[src/rtl/token_fork_eager.sv]
// token_fork_eager
//   Eager fork stage for handshake token nets. One token enters on a single
//   valid/ready port. It is copied to every output branch that its mask
//   selects. Each branch accepts its copy on its own. The input token retires
//   only after every selected branch has taken its copy.
//
// Ports
//   clk        rising-edge clock
//   rst        asynchronous reset, active-low
//   i_valid    upstream token present
//   o_ready    stage can accept a token this cycle. This output depends
//              combinationally on i_ready.
//   i_mask     branches that should receive the token; sampled on accept
//   o_valid    per-branch token present, decoded from registers only
//   i_ready    per-branch downstream accept
//   o_busy     a token is held and distribution is in progress
//   o_tok_cnt  count of fully distributed tokens; wraps to zero
//   o_err      one-cycle pulse after a token is accepted with an empty mask
module token_fork_eager #(
  parameter int N_OUT = 3,
  parameter int CNT_W = 8
) (
  input  logic             clk,
  input  logic             rst,
  input  logic             i_valid,
  output logic             o_ready,
  input  logic [N_OUT-1:0] i_mask,
  output logic [N_OUT-1:0] o_valid,
  input  logic [N_OUT-1:0] i_ready,
  output logic             o_busy,
  output logic [CNT_W-1:0] o_tok_cnt,
  output logic             o_err
);

  typedef enum logic {IDLE = 1'b0, DIST = 1'b1} state_t;

  state_t             state_q, state_d;
  logic [N_OUT-1:0]   mask_q, mask_d;
  logic [N_OUT-1:0]   done_q, done_d;
  logic [CNT_W-1:0]   cnt_q, cnt_d;
  logic               err_q, err_d;

  logic [N_OUT-1:0]   xfer;
  logic               all_done_next;
  logic               accept;

  // Outputs come only from registers. In IDLE, mask_q may still hold the
  // last token's mask, so the outputs are gated by the state.
  assign o_valid = (state_q == DIST) ? (mask_q & ~done_q) : '0;
  assign xfer    = o_valid & i_ready;

  // A branch counts as finished when it is already done or transfers this
  // cycle.
  assign all_done_next = (((done_q | xfer) & mask_q) == mask_q);

  // The stage reports ready on the completion cycle, so a new token can
  // load at the same edge and back-to-back tokens have no bubble.
  assign o_ready   = (state_q == IDLE) || all_done_next;
  assign accept    = i_valid && o_ready;
  assign o_busy    = (state_q == DIST);
  assign o_tok_cnt = cnt_q;
  assign o_err     = err_q;

  always_comb begin
    state_d = state_q;
    mask_d  = mask_q;
    done_d  = done_q;
    cnt_d   = cnt_q;
    err_d   = 1'b0;

    if (state_q == DIST) begin
      done_d = done_q | xfer;
      if (all_done_next) begin
        cnt_d   = cnt_q + CNT_W'(1);
        state_d = IDLE;
      end
    end

    // A new token overrides the completion bookkeeping for mask and done.
    if (accept) begin
      mask_d  = i_mask;
      done_d  = '0;
      state_d = (|i_mask) ? DIST : IDLE;
      err_d   = ~(|i_mask);
    end
  end

  always_ff @(posedge clk or negedge rst) begin
    if (!rst) begin
      state_q <= IDLE;
      mask_q  <= '0;
      done_q  <= '0;
      cnt_q   <= '0;
      err_q   <= 1'b0;
    end else begin
      state_q <= state_d;
      mask_q  <= mask_d;
      done_q  <= done_d;
      cnt_q   <= cnt_d;
      err_q   <= err_d;
    end
  end

endmodule

[config.mk]
export PLATFORM = sky130hd
export DESIGN_NAME = token_fork_eager
export DESIGN_NICKNAME = d
export VERILOG_FILES = /design/src/rtl/token_fork_eager.sv
export SDC_FILE = /design/constraint.sdc
export NUM_CORES = 1
export LEC_CHECK = 0
export CAP_MARGIN = 20
export CORE_MARGIN = 2
export CORE_UTILIZATION = 45
export CTS_CLUSTER_DIAMETER = 80
export DETAILED_ROUTE_END_ITERATION = 7
export PLACE_DENSITY = 0.8
export SLEW_MARGIN = 5
export SYNTH_ARGS = -nofsm -noshare
export SYNTH_HDL_FRONTEND = slang
export SYNTH_SLANG_ARGS = --single-unit
[constraint.sdc]
create_clock -name clk -period 1.9 [get_ports clk]
set_input_delay 0.38 -clock clk [delete_from_list [all_inputs] [get_ports clk]]
set_output_delay 0.38 -clock clk [all_outputs]
set_load 0.1 [all_outputs]
==> metrics, run 1 <==
status completed; CP max-delay cell dfrtp_4; Filler cells 108; Max Fclk 533 MHz; Yosys cell types 28; Initial DRC Count 17; Yosys reg bits 16; post-synthesis cell count 82; Crit Path Class reg2out; warning count from the yosys run 0; drt wl/cell 13.8 um; root buffer cell clkbuf_4; finished layout cell area 1350 um2; max_cap viols 0; most frequent cells in the layout 15 x dfrtp_1, 15 x buf_4, 13 x buf_12; routability cong. 0.836; clk slew on worst S/H paths 0.09 ns; RSZ-0062 raised after global routing yes; register-to-register setup slack 0.36 ns; remaining routing DRC violations 0; WP data arrival 1.50 ns; clock buffer depth 2; vias in the first global route 700; Post-Syn Area 815 um2; Max stage delay on crit path 0.45 ns; Core Box Area 1710 um2; CP Launch Type register; Final Hold Fails 0; Tcrit/Tclk final 98.7%; clock skew 0.00801 ns; layout cells sized above 1 37.8%; hpwl dp 1480 um; Overflow after GRT 0; drt total wl 1990 um; required time of the critical path 1.52 ns; CTS tree built; Max Slew Vio Count 0; Max FO, Critical Path 4; Chip Width 46.5 um; Clock Sink Count 16; synthesized area per cell 9.93 um2; syn nets 92; Slew @ Worst Pin 0.404 ns; First-pass DRT Iterations 4; worst hold margin 0.384 ns; largest net degree at the start of global routing 10; Initial Utilization 47.7%; post-synthesis sequential area ratio 49.2%; ant diodes 0; IO Count 23; die area 2170 um2; first-pass GRT wire length 3180 um; min Tclk post-route 1.88 ns; htree depth 1; Global Route Usage Sum 21.1%; cells along the critical path nand2_2 > a32o_2 > o21a_4 > clkinv_4 > buf_12; cell row count 15; worst min path class in2async; Port-buffer cells 22; die height 46.5 um; Via density 5.15; CP endpoint kind primary output; vias 741; fin nets 130; P&R area growth vs syn 65.7%; Relative slew margins 73.0%; Cell Area, Placed 1250 um2; Post-DRT Antenna Nets 0; initial antenna violation count 0; # setup viols final 0; cts bufs inserted 3; insertion delay to the later sink of the worst-skew pair 0.28 ns
flip-flops by register name (all words and copies together) (netlist names):
register and flops:
mask_q 3, o_busy 1, o_err 1, o_tok_cnt 8
done_q 3
cells in the mapped netlist, drive strengths merged:
master / n / area, um2
dfrtp: 16 / 400
nand2: 9 / 33.8
a21oi: 7 / 35.0
o211ai: 6 / 45.0
inv: 5 / 18.8
nor3: 4 / 20.0
xor2: 4 / 35.0
a211oi: 3 / 22.5
and3: 3 / 18.8
nor2: 3 / 13.8
xnor2: 3 / 26.3
and2: 2 / 12.5
buf: 2 / 15.0
nand3: 2 / 10.0
nand4: 2 / 12.5
o21ai: 2 / 10.0
a32o: 1 / 10.0
a32oi: 1 / 8.76
clkbuf: 1 / 3.75
ha: 1 / 12.5
mux2: 1 / 11.3
nand2b: 1 / 6.26
nor2b: 1 / 6.26
o2111a: 1 / 11.3
o21a: 1 / 15.0
path summary, 6_finish.rpt:
path                                           from                  endpoint  cells past startpoint
hold / removal                                  rst          o_busy$_DFF_PN0_                      1
hold reg to reg            o_tok_cnt[6]$_DFFE_PN0P_  o_tok_cnt[6]$_DFFE_PN0P_                      1
min in group clk           o_tok_cnt[6]$_DFFE_PN0P_  o_tok_cnt[6]$_DFFE_PN0P_                      1
max in group asynchronous                       rst  o_tok_cnt[6]$_DFFE_PN0P_                      2
setup / recovery                   o_busy$_DFF_PN0_                   o_ready                      5
setup reg to reg                   o_busy$_DFF_PN0_  o_tok_cnt[1]$_DFFE_PN0P_                      5
metal layers:
metal / up-vias / wire [um] / track usage [%] / part of all wire, %
met4: 0 / 9 / 8.57 / 0.45
met3: 2 / 69 / 2.75 / 3.5
met1: 351 / 831 / 25.4 / 42
li1: 370 / - / - / -
met2: 18 / 1070 / 37.5 / 54
met5: - / 0 / 0 / 0
logic make-up after synthesis:
kind of cell | after synthesis | share of synthesized area, %
and+or+nand+nor | 27 | 16.4
DFF | 16 | 49.2
xor gates and xnor gates | 7 | 7.53
buffers and inverters | 8 | 4.61
adders and majority gates | 1 | 1.54
AOI/OAI and AO/OA | 22 | 19.4
muxes | 1 | 1.38
repair_timing:
item / CTS / global route
pin swaps: 2 / 3
hold buffers: 0 / 0
setup buffers: 5 / 1
resized for setup: 5 / 6
endpoints found under the setup margin: 1 / 1
cell type report:
type                       instances  area, um2  area share [%]
clock buffer                       4       26.3            1.95
inverter                           5       23.8            1.76
multi-input combinational         58        414            30.7
sequential                        16        404            29.9
tap                               25       31.3            2.32
timing repair buffer              36        450            33.4
per-stage QoR:
stage | worst slack (ns) | instances | util (%) | TNS [ns]
final | 0.0247 | 144 | 79.0 | 0
after CTS | -0.00505 | 143 | 77.5 | -0.00505
after global routing | -0.0355 | 144 | 79.0 | -0.0556
after floorplan | -0.0224 | 82 | - | -0.0224
after global placement | -0.130 | 134 | 73.4 | -0.198
after detailed placement | -0.145 | 134 | 73.4 | -0.239
worst max-delay path: cells and delay by family (launching register included):
kind            cells  cell delay [ns]
compound gates      2             0.48
simple gates        1             0.06
flops               1             0.45
buf+inv             2             0.21
Power of run 1 is not shown: default switching activity piles up to over one toggle a cycle in this logic, so the estimate is an artifact.
==> run 2, diff against run 1 <==
CAP_MARGIN = 15   (was 20)
==> results of run 2 <==
The final DEF is identical to that of run 1; final timing and power are the same.
Power of run 2 is left out for the same reason.
==> run 3, diff against run 2 <==
GPL_ROUTABILITY_DRIVEN = 0   (was not set)
TNS_END_PERCENT = 1   (was not set)
==> results of run 3 <==
The final DEF is identical to that of run 1; final timing and power are the same.
Power of run 3 is left out for the same reason.
